--- src/rtl/pong_game_ctrl.sv ---
// ---------------------------------------------------------------------------
// pong_game_ctrl
//
// Game sequencer for the Pong datapath. Owns the ball position and direction,
// moves the ball once per video frame, resolves paddle hits/misses and wall
// bounces, keeps score, runs the serve countdown and detects game over.
// paddle_en gates both paddle blocks.
//
// Ports
//   clk         in   system clock
//   rst         in   synchronous, active-high reset
//   frame_tick  in   one-cycle pulse per frame (start of vertical blank)
//   start_btn   in   debounced start level (rising edge detected here)
//   paddle_l_y  in   [9:0] left paddle centre y
//   paddle_r_y  in   [9:0] right paddle centre y
//   ball_x      out  [9:0] ball centre x (registered)
//   ball_y      out  [9:0] ball centre y (registered)
//   score_l     out  [3:0] left player score
//   score_r     out  [3:0] right player score
//   paddle_en   out  1 = paddles may move
//   point_l     out  one-cycle pulse when left scores
//   point_r     out  one-cycle pulse when right scores
//   game_over   out  high while in GAME_OVER
//   state       out  [2:0] IDLE=0 SERVE=1 PLAY=2 POINT=3 GAME_OVER=4
// ---------------------------------------------------------------------------
module pong_game_ctrl #(
  parameter int SCREEN_W     = 640,
  parameter int SCREEN_H     = 480,
  parameter int BALL_STEP    = 2,
  parameter int BALL_HALF    = 4,
  parameter int PADDLE_HALF  = 50,
  parameter int LEFT_X       = 20,
  parameter int RIGHT_X      = 620,
  parameter int SERVE_FRAMES = 60,
  parameter int WIN_SCORE    = 7
) (
  input  logic       clk,
  input  logic       rst,
  input  logic       frame_tick,
  input  logic       start_btn,
  input  logic [9:0] paddle_l_y,
  input  logic [9:0] paddle_r_y,
  output logic [9:0] ball_x,
  output logic [9:0] ball_y,
  output logic [3:0] score_l,
  output logic [3:0] score_r,
  output logic       paddle_en,
  output logic       point_l,
  output logic       point_r,
  output logic       game_over,
  output logic [2:0] state
);

  typedef enum logic [2:0] {
    S_IDLE      = 3'd0,
    S_SERVE     = 3'd1,
    S_PLAY      = 3'd2,
    S_POINT     = 3'd3,
    S_GAME_OVER = 3'd4
  } state_e;

  localparam int CNT_W = $clog2(SERVE_FRAMES + 1);

  localparam logic [9:0] CENTRE_X     = 10'(SCREEN_W / 2);
  localparam logic [9:0] CENTRE_Y     = 10'(SCREEN_H / 2);
  localparam logic [9:0] Y_BOTTOM     = 10'(SCREEN_H - 1 - BALL_HALF);
  localparam logic [9:0] Y_TOP        = 10'(BALL_HALF);
  localparam logic [9:0] X_LEFT_FACE  = 10'(LEFT_X + BALL_HALF);
  localparam logic [9:0] X_RIGHT_FACE = 10'(RIGHT_X - BALL_HALF);
  localparam logic [9:0] STEP         = 10'(BALL_STEP);
  localparam logic [3:0] WIN          = 4'(WIN_SCORE);

  localparam logic [CNT_W-1:0] SERVE_LOAD = CNT_W'(SERVE_FRAMES);
  localparam logic [CNT_W-1:0] CNT_ONE    = CNT_W'(1);

  // Thresholds kept in a 12-bit signed domain so the paddle window can go
  // negative (paddle near the top) or past 1023 without wrapping.
  localparam logic signed [11:0] STEP_S       = signed'(12'(BALL_STEP));
  localparam logic signed [11:0] Y_BOTTOM_S   = signed'(12'(SCREEN_H - 1 - BALL_HALF));
  localparam logic signed [11:0] Y_TOP_LIM_S  = signed'(12'(BALL_HALF + BALL_STEP));
  localparam logic signed [11:0] X_LEFT_LIM_S = signed'(12'(LEFT_X + BALL_HALF + BALL_STEP));
  localparam logic signed [11:0] X_RGHT_LIM_S = signed'(12'(RIGHT_X - BALL_HALF));
  localparam logic signed [11:0] PAD_HALF_S   = signed'(12'(PADDLE_HALF));

  function automatic logic signed [11:0] widen(input logic [9:0] v);
    return signed'({2'b00, v});
  endfunction

  // Half-open window [pad - half, pad + half) around the paddle centre.
  function automatic logic in_paddle(input logic [9:0] pad_y, input logic [9:0] by);
    logic signed [11:0] p;
    logic signed [11:0] b;
    p = widen(pad_y);
    b = widen(by);
    return (b >= (p - PAD_HALF_S)) && (b < (p + PAD_HALF_S));
  endfunction

  state_e           state_q, state_d;
  logic [9:0]       ball_x_q, ball_x_d;
  logic [9:0]       ball_y_q, ball_y_d;
  logic             dir_x_q, dir_x_d;     // 1 = moving right
  logic             dir_y_q, dir_y_d;     // 1 = moving down
  logic [3:0]       score_l_q, score_l_d;
  logic [3:0]       score_r_q, score_r_d;
  logic [CNT_W-1:0] serve_cnt_q, serve_cnt_d;
  logic             point_l_q, point_l_d;
  logic             point_r_q, point_r_d;
  logic             scorer_l_q, scorer_l_d; // who took the last point
  logic             start_q;
  logic             start_rise;

  logic [9:0]       y_step, x_step;
  logic             dir_y_step, dir_x_step;
  logic             miss_l, miss_r;       // miss_l: left player failed to return

  assign start_rise = start_btn & ~start_q;

  // Candidate ball motion for one frame; only committed in PLAY on frame_tick.
  // Both contact tests use the pre-update ball_y.
  always_comb begin
    y_step     = ball_y_q;
    dir_y_step = dir_y_q;
    if (dir_y_q) begin
      if ((widen(ball_y_q) + STEP_S) >= Y_BOTTOM_S) begin
        y_step     = Y_BOTTOM;
        dir_y_step = 1'b0;
      end else begin
        y_step = ball_y_q + STEP;
      end
    end else begin
      if (widen(ball_y_q) <= Y_TOP_LIM_S) begin
        y_step     = Y_TOP;
        dir_y_step = 1'b1;
      end else begin
        y_step = ball_y_q - STEP;
      end
    end

    x_step     = ball_x_q;
    dir_x_step = dir_x_q;
    miss_l     = 1'b0;
    miss_r     = 1'b0;
    if (!dir_x_q) begin
      if (widen(ball_x_q) <= X_LEFT_LIM_S) begin
        if (in_paddle(paddle_l_y, ball_y_q)) begin
          x_step     = X_LEFT_FACE;
          dir_x_step = 1'b1;
        end else begin
          miss_l = 1'b1;
        end
      end else begin
        x_step = ball_x_q - STEP;
      end
    end else begin
      if ((widen(ball_x_q) + STEP_S) >= X_RGHT_LIM_S) begin
        if (in_paddle(paddle_r_y, ball_y_q)) begin
          x_step     = X_RIGHT_FACE;
          dir_x_step = 1'b0;
        end else begin
          miss_r = 1'b1;
        end
      end else begin
        x_step = ball_x_q + STEP;
      end
    end
  end

  // Next-state logic.
  always_comb begin
    state_d     = state_q;
    ball_x_d    = ball_x_q;
    ball_y_d    = ball_y_q;
    dir_x_d     = dir_x_q;
    dir_y_d     = dir_y_q;
    score_l_d   = score_l_q;
    score_r_d   = score_r_q;
    serve_cnt_d = serve_cnt_q;
    scorer_l_d  = scorer_l_q;
    point_l_d   = 1'b0;
    point_r_d   = 1'b0;

    case (state_q)
      S_IDLE: begin
        ball_x_d = CENTRE_X;
        ball_y_d = CENTRE_Y;
        // A coincident frame_tick is deliberately not looked at here.
        if (start_rise) begin
          score_l_d   = 4'd0;
          score_r_d   = 4'd0;
          serve_cnt_d = SERVE_LOAD;
          state_d     = S_SERVE;
        end
      end

      S_SERVE: begin
        if (frame_tick) begin
          if (serve_cnt_q == CNT_ONE) begin
            state_d = S_PLAY;
          end else begin
            serve_cnt_d = serve_cnt_q - CNT_ONE;
          end
        end
      end

      S_PLAY: begin
        if (frame_tick) begin
          ball_x_d = x_step;
          ball_y_d = y_step;
          dir_x_d  = dir_x_step;
          dir_y_d  = dir_y_step;
          if (miss_l) begin
            score_r_d  = score_r_q + 4'd1;
            point_r_d  = 1'b1;
            scorer_l_d = 1'b0;
            state_d    = S_POINT;
          end else if (miss_r) begin
            score_l_d  = score_l_q + 4'd1;
            point_l_d  = 1'b1;
            scorer_l_d = 1'b1;
            state_d    = S_POINT;
          end
        end
      end

      S_POINT: begin
        if (scorer_l_q ? (score_l_q == WIN) : (score_r_q == WIN)) begin
          state_d = S_GAME_OVER;
        end else begin
          // Serve toward the player who conceded; vertical direction carries over.
          ball_x_d    = CENTRE_X;
          ball_y_d    = CENTRE_Y;
          dir_x_d     = scorer_l_q;
          serve_cnt_d = SERVE_LOAD;
          state_d     = S_SERVE;
        end
      end

      S_GAME_OVER: begin
        if (start_rise) begin
          score_l_d   = 4'd0;
          score_r_d   = 4'd0;
          ball_x_d    = CENTRE_X;
          ball_y_d    = CENTRE_Y;
          dir_x_d     = 1'b1;
          dir_y_d     = 1'b1;
          serve_cnt_d = SERVE_LOAD;
          state_d     = S_SERVE;
        end
      end

      default: state_d = S_IDLE;
    endcase
  end

  always_ff @(posedge clk) begin
    if (rst) begin
      state_q     <= S_IDLE;
      ball_x_q    <= CENTRE_X;
      ball_y_q    <= CENTRE_Y;
      dir_x_q     <= 1'b1;
      dir_y_q     <= 1'b1;
      score_l_q   <= 4'd0;
      score_r_q   <= 4'd0;
      serve_cnt_q <= '0;
      point_l_q   <= 1'b0;
      point_r_q   <= 1'b0;
      scorer_l_q  <= 1'b0;
      start_q     <= 1'b0;
    end else begin
      state_q     <= state_d;
      ball_x_q    <= ball_x_d;
      ball_y_q    <= ball_y_d;
      dir_x_q     <= dir_x_d;
      dir_y_q     <= dir_y_d;
      score_l_q   <= score_l_d;
      score_r_q   <= score_r_d;
      serve_cnt_q <= serve_cnt_d;
      point_l_q   <= point_l_d;
      point_r_q   <= point_r_d;
      scorer_l_q  <= scorer_l_d;
      start_q     <= start_btn;
    end
  end

  assign ball_x    = ball_x_q;
  assign ball_y    = ball_y_q;
  assign score_l   = score_l_q;
  assign score_r   = score_r_q;
  assign point_l   = point_l_q;
  assign point_r   = point_r_q;
  assign state     = state_q;
  assign paddle_en = (state_q == S_SERVE) || (state_q == S_PLAY) || (state_q == S_POINT);
  assign game_over = (state_q == S_GAME_OVER);

endmodule
--- config.mk ---
export PLATFORM = sky130hd
export DESIGN_NAME = pong_game_ctrl
export DESIGN_NICKNAME = d
export VERILOG_FILES = /design/src/rtl/pong_game_ctrl.sv
export SDC_FILE = /design/constraint.sdc
export NUM_CORES = 1
export LEC_CHECK = 0
export CELL_PAD_IN_SITES_DETAIL_PLACEMENT = 0
export CELL_PAD_IN_SITES_GLOBAL_PLACEMENT = 1
export CORE_UTILIZATION = 35
export CTS_CLUSTER_DIAMETER = 60
export DETAILED_ROUTE_END_ITERATION = 10
export GPL_TIMING_DRIVEN = 0
export MAX_ROUTING_LAYER = met4
export PLACE_DENSITY_LB_ADDON = 0.1
export SYNTH_ARGS = -nofsm -noshare
export SYNTH_HDL_FRONTEND = slang
export SYNTH_SLANG_ARGS = --single-unit
--- constraint.sdc ---
create_clock -name clk -period 7.25 [get_ports clk]
set_input_delay 1.0875 -clock clk [delete_from_list [all_inputs] [get_ports clk]]
set_output_delay 1.0875 -clock clk [all_outputs]
set_load 0.1 [all_outputs]
==> results.txt, run 1 <==
Worst setup margin = 2.74 ns
Buf/Inv on CP = 2
Max Cap Viol = 0
Yosys top cell by area = dfxtp_1
Critical path class = in2reg
Port Buffers = 48
Ys Warns = 0
Final Util = 42.8%
Core Area = 12,700 um2
Count leader, synth = nand2_1
Hold Crit Class = reg2reg
Post-CTS sizing = 0
Max-slew violations = 0
Endpoints failing hold = 0
Most used DFF post-synth = dfxtp_1
Cell variety after synth = 74
Hold_buf cts = 0
First-pass GRT wire length = 22.1 mm
DR vias/cell = 5.63
Worst path cell trace = clkdlybuf4s50_1 -> inv_1 -> ha_1 -> nand2b_1 -> a31oi_1 -> xnor2_1 -> ha_1 -> nand3_1 -> o31ai_1 -> a2111oi_4 -> or2_2 -> o31ai_4 -> o32ai_1
Setup Skew = 0.00567 ns
Clock latency on the worst-skew pair = 0.29 ns
Share of layout cells above drive strength 1 = 5.61%
Row count = 41
Via count = 4,688
Flops & latches, synth = 42
Leak = 0.00195 uW
Post-synth EDFFs = 0
Asr flop ratio synth = 0%
Area contributors post-synth = dfxtp_1 (18%), ha_1 (13%), a21oi_1 (4.6%)
Worst-Margin Slew = 0.985 ns
DRC = 0
Area growth, synth to finish = 19.0%
Syn_area_per_cell = 7.54 um2
Power after layout = 678 uW
Crit start category = primary input
CP most frequent cell = ha_1
Final min period = 4.51 ns
Yosys top cell area share = 18.5%
Mapped Area = 4560 um2
DP Wirelength = 10.1 mm
Required time worst endpoint = 7.40 ns
Reg clk slew, reported paths = 0.07 ns
Largest net degree at the start of global routing = 15
Die height = 116 um
Crit path max-delay family = compound AO/OA/AOI/OAI gates
Initial DRC count = 341
Grt ovf = 0
Post-DR wirelength/cell = 16.3 um
H-tree lvl count = 2
Setup slack after placement = 2.46 ns
CTS root buf = clkbuf_16
Final setup vio count = 0
Number of global-route vias before repair = 4,349
Final Cycle Share = 62.2%
Routed WL = 13.5 mm
Final setup TNS = 0 ns
Critical-path top delay cell = clkdlybuf4s50_1
Layout Nets = 732
RSZ-0062 raised after global routing = false
Slowest cell delay on critical path = 0.60 ns
Pwr dens = 125 nW/um2
Critical Path AT = 4.66 ns
Gpl congestion = 0.853
Synth Instances = 604
First-pass DRT Iterations = 5
GRT Total Usage = 21.3%
I/O pin cnt = 59
Starting Density = 36.0%
CTS tree = yes
Width of the chip = 116 um
Max Fanout on Critical Path = 8
Antenna violations before repair = 0
Outcome = finished, final reports clean
Sequential share of the synthesized area = 18.5%
N_diodes = 0
# Post-CTS Setup Buffers = 0
Relative slew slack = 34.1%
Total CTS buffers = 5
Mapped Nets = 677
Post-synth top cells = nand2_1 (52), nor2_1 (51), ha_1 (49), a21oi_1 (42), dfxtp_1 (42)
Max VDD drop = 0.000109 V
Critical Path Sink Type = flop
Fmax = 0.222 GHz
Die area = 13,500 um2
ANT nets after route = 0
Sink Count = 42
Max Root-Sink Buffers = 2
==> state kept, by name, summed over array words and instances (netlist names), 3 cells and up <==
| name | cells |
|---|---|
| score_l | 4 |
| score_r | 4 |
| serve_cnt_q | 6 |
| ball_y | 10 |
| ball_x | 9 |
| state | 3 |
==> cells in the final DEF, fill, tap and decap left out, types with 20 or more instances in the layout <==
cell type,synthesis,final
nand2_1,52,52
nor2_1,51,51
ha_1,49,49
clkdlybuf4s50_1,0,48
a21oi_1,42,42
dfxtp_1,42,42
nand3_1,32,32
inv_1,30,30
clkbuf_1,27,27
xnor2_1,21,21
nor3_1,20,20
o21ai_0,20,20
==> report_power, final <==
| group | leakage (uW) | total [uW] | switching [uW] | internal, uW |
|---|---|---|---|---|
| Combinational | 0.00154 | 168 | 104 | 64.5 |
| Clock | 0.0000760 | 267 | 104 | 163 |
| Sequential | 0.000341 | 244 | 6.84 | 237 |
==> metrics by stage <==
stage,cell area [um2],hold WS [ns],instances
6_report,5420,0.485,832
5_1_grt,5420,0.504,832
4_1_cts,5420,0.485,832
3_5_place_dp,5250,0.474,824
3_3_place_gp,5250,0.472,824
2_1_floorplan,4560,0.449,604
==> per-layer routing <==
metal | global-route usage (%) | share of wire (%) | vias to the layer above
met5 | - | 0 | -
met4 | 4.87 | 1.2 | 0
met3 | 1.88 | 3.8 | 16
met2 | 32.6 | 44 | 123
met1 | 30.3 | 51 | 2187
li1 | - | - | 2362
==> cell type report <==
| type | instances | area [um2] |
|---|---|---|
| plain buffers | 37 | 158 |
| clock buffers | 5 | 125 |
| clock inverters | 3 | 45.0 |
| fillers | 1311 | 7250 |
| inverters | 30 | 113 |
| multi-input cells | 495 | 3440 |
| flip-flops and latches | 42 | 841 |
| well taps | 172 | 215 |
| repair buffers | 48 | 480 |
==> kinds of logic (layout without fill, tap and decap cells) <==
logic type	Yosys count	after routing	share of synthesized area, %
flip-flops	42	42	18.5
XOR/XNOR	37	37	7.11
adder cells (fa/ha/maj)	49	49	13.5
AND/OR/NAND/NOR	232	232	25.9
AO/OA/AOI/OAI	169	169	27.5
other	1	1	0.0823
buffers and inverters	67	123	5.93
multiplexers	7	7	1.57
==> final timing paths <==
path,start,to,slack (ns),cells after the start
hold / removal,serve_cnt_q[5]$_SDFFE_PP0P_,serve_cnt_q[5]$_SDFFE_PP0P_,0.49,1
setup / recovery,paddle_l_y[1],ball_x[3]$_SDFFE_PP0P_,2.74,13
setup reg to reg,ball_y[1]$_SDFFE_PP0P_,ball_y[3]$_SDFFE_PP0P_,3.85,10
hold reg to reg,serve_cnt_q[5]$_SDFFE_PP0P_,serve_cnt_q[5]$_SDFFE_PP0P_,0.49,1
Power figures use the tool's default switching activity.
==> inputs of run 2 (changes only) <==
- clock period: 7.25 -> 4 ns (I/O delays scaled with it)
==> results.txt, run 2 (synthesis gave the netlist of run 1 again) <==
Sink Count = 42 (unchanged)
Reg clk slew, reported paths = 0.07 ns (about the same)
Final Util = 43.2% (was 42.8%)
Fillers = 1,321 (was 1,311)
Max Root-Sink Buffers = 2 (unchanged)
Worst-Margin Slew = 0.974 ns (was 0.985 ns)
Relative slew slack = 34.9% (was 34.1%)
Area growth, synth to finish = 20.2% (was 19.0%)
Critical Path Sink Type = flop (unchanged)
Width of the chip = 116 um (unchanged)
Max-slew violations = 0 (unchanged)
N_diodes = 0 (unchanged)
Largest register FFs = 10 (unchanged)
Required time worst endpoint = 4.17 ns (was 7.40 ns)
Grt ovf = 0 (unchanged)
Layout Nets = 734 (was 732)
DRC = 0 (unchanged)
Port Buffers = 48 (unchanged)
First-pass GRT wire length = 22.4 mm (was 22.1 mm)
RSZ-0062 raised after global routing = false (unchanged)
Initial DRC count = 291 (was 341)
Number of global-route vias before repair = 4,352 (was 4,349)
Gpl congestion = 0.870 (was 0.853)
Endpoints failing hold = 0 (unchanged)
Die height = 116 um (unchanged)
Crit start category = primary input (unchanged)
Post-DR wirelength/cell = 16.4 um (was 16.3 um)
First-pass DRT Iterations = 5 (unchanged)
Die area = 13,500 um2 (unchanged)
Largest net degree at the start of global routing = 14 (was 15)
CTS root buf = clkbuf_16 (unchanged)
Fmax = 0.260 GHz
Final min period = 3.85 ns
I/O pin cnt = 59 (unchanged)
Most frequent cells in the layout = nand2_1 (52), nor2_1 (51), ha_1 (49) (unchanged)
Via count = 4,682 (was 4,688)
Hold Slack = 0.486 ns (was 0.485 ns)
Max VDD drop = 0.000194 V (was 0.000109 V)
Max Fanout on Critical Path = 8 (unchanged)
Critical path class = in2reg (unchanged)
Critical Path AT = 4.02 ns (was 4.66 ns)
Pwr dens = 216 nW/um2 (was 125 nW/um2)
Total CTS buffers = 5 (unchanged)
Share of layout cells above drive strength 1 = 6.50% (was 5.61%)
Max Cap Viol = 0 (unchanged)
H-tree lvl count = 2 (unchanged)
Row count = 41 (unchanged)
Starting Density = 36.0% (unchanged)
Final setup vio count = 0 (unchanged)
ANT nets after route = 0 (unchanged)
Clock latency on the worst-skew pair = 0.29 ns (about the same)
Most common cell after layout, fill and taps aside = nand2_1 (unchanged)
Hold_buf cts = 0 (unchanged)
Hold Crit Class = reg2reg (unchanged)
Final Cycle Share = 96.3%
DR vias/cell = 5.61 (was 5.63)
Routed WL = 13.7 mm (was 13.5 mm)
Leak = 0.00198 uW (was 0.00195 uW)
GRT Total Usage = 21.5% (was 21.3%)
Setup Skew = 0.00695 ns (was 0.00567 ns)
Core Area = 12,700 um2 (unchanged)
Antenna violations before repair = 0 (unchanged)
Outcome = finished, final reports clean (unchanged)
CTS tree = yes (unchanged)
DP Wirelength = 10.2 mm (was 10.1 mm)
[run 2: per-layer routing]
| layer | global-route usage, % | up-vias | routed length [um] |
|---|---|---|---|
| li1 | - | 2354 | - |
| met3 | 2.04 | 18 | 518 |
| met5 | - | - | 0 |
| met1 | 30.7 | 2169 | 6920 |
| met2 | 32.5 | 141 | 6010 |
| met4 | 4.79 | 0 | 223 |
[run 2: worst paths after layout]
kind | cells past startpoint | slack, ns | startpoint | endpoint
worst max register to register | 10 | 0.66 | ball_y[1]$_SDFFE_PP0P_ | ball_y[3]$_SDFFE_PP0P_
worst min register to register | 2 | 0.49 | serve_cnt_q[1]$_SDFFE_PP0P_ | serve_cnt_q[1]$_SDFFE_PP0P_
worst max-delay path | 16 | 0.15 | paddle_r_y[1] | ball_x[8]$_SDFFE_PP1P_
worst min-delay path | 2 | 0.49 | serve_cnt_q[1]$_SDFFE_PP0P_ | serve_cnt_q[1]$_SDFFE_PP0P_
[run 2: timing repair]
item,CTS,global route
endpoints found under the setup margin,0,10
resized for setup,0,5
setup buffers,0,2
[run 2: per-stage QoR]
stage / instances / total power, uW / setup TNS [ns] / area, um2 / setup slack [ns]
2_1_floorplan: 604 / 676 / 0 / 4560 / 0.677
3_3_place_gp: 824 / 750 / -1.90 / 5260 / -0.240
3_5_place_dp: 824 / 755 / -2.42 / 5260 / -0.247
4_1_cts: 832 / 1190 / 0 / 5410 / 0.0473
5_1_grt: 834 / 1240 / 0 / 5480 / 0.0370
6_report: 834 / 1180 / 0 / 5480 / 0.147
[run 2: power by group]
| group | internal [uW] | switching, uW | leakage (uW) |
|---|---|---|---|
| Sequential | 429 | 12.5 | 0.000341 |
| Combinational | 120 | 191 | 0.00157 |
| Clock | 248 | 181 | 0.0000729 |
| Total | 797 | 385 | 0.00198 |
[run 2: cell type report]
cell class              instances  area [um2]  share of cell area, %
clock buffers                   6         139                   2.54
inverters                      30         113                   2.06
repair buffers                 50         523                   9.55
flip-flops and latches         42         841                   15.4
well taps                     172         215                   3.93
plain buffers                  37         158                   2.88
multi-input cells             495        3480                   63.5
clock inverters                 2        12.5                  0.228
[run 2: critical path, stage by stage]
cell             delay, ns
clkdlybuf4s50_1       0.62
inv_1                 0.08
ha_1                  0.23
nand2b_1              0.10
nand2_1               0.07
xor2_1                0.16
ha_1                  0.30
a21o_1                0.18
a221o_1               0.33
a31oi_1               0.19
o21ai_1               0.23
a221oi_4              0.38
buf_12                0.16
o31ai_4               0.08
buf_12                0.15
o32a_1                0.17
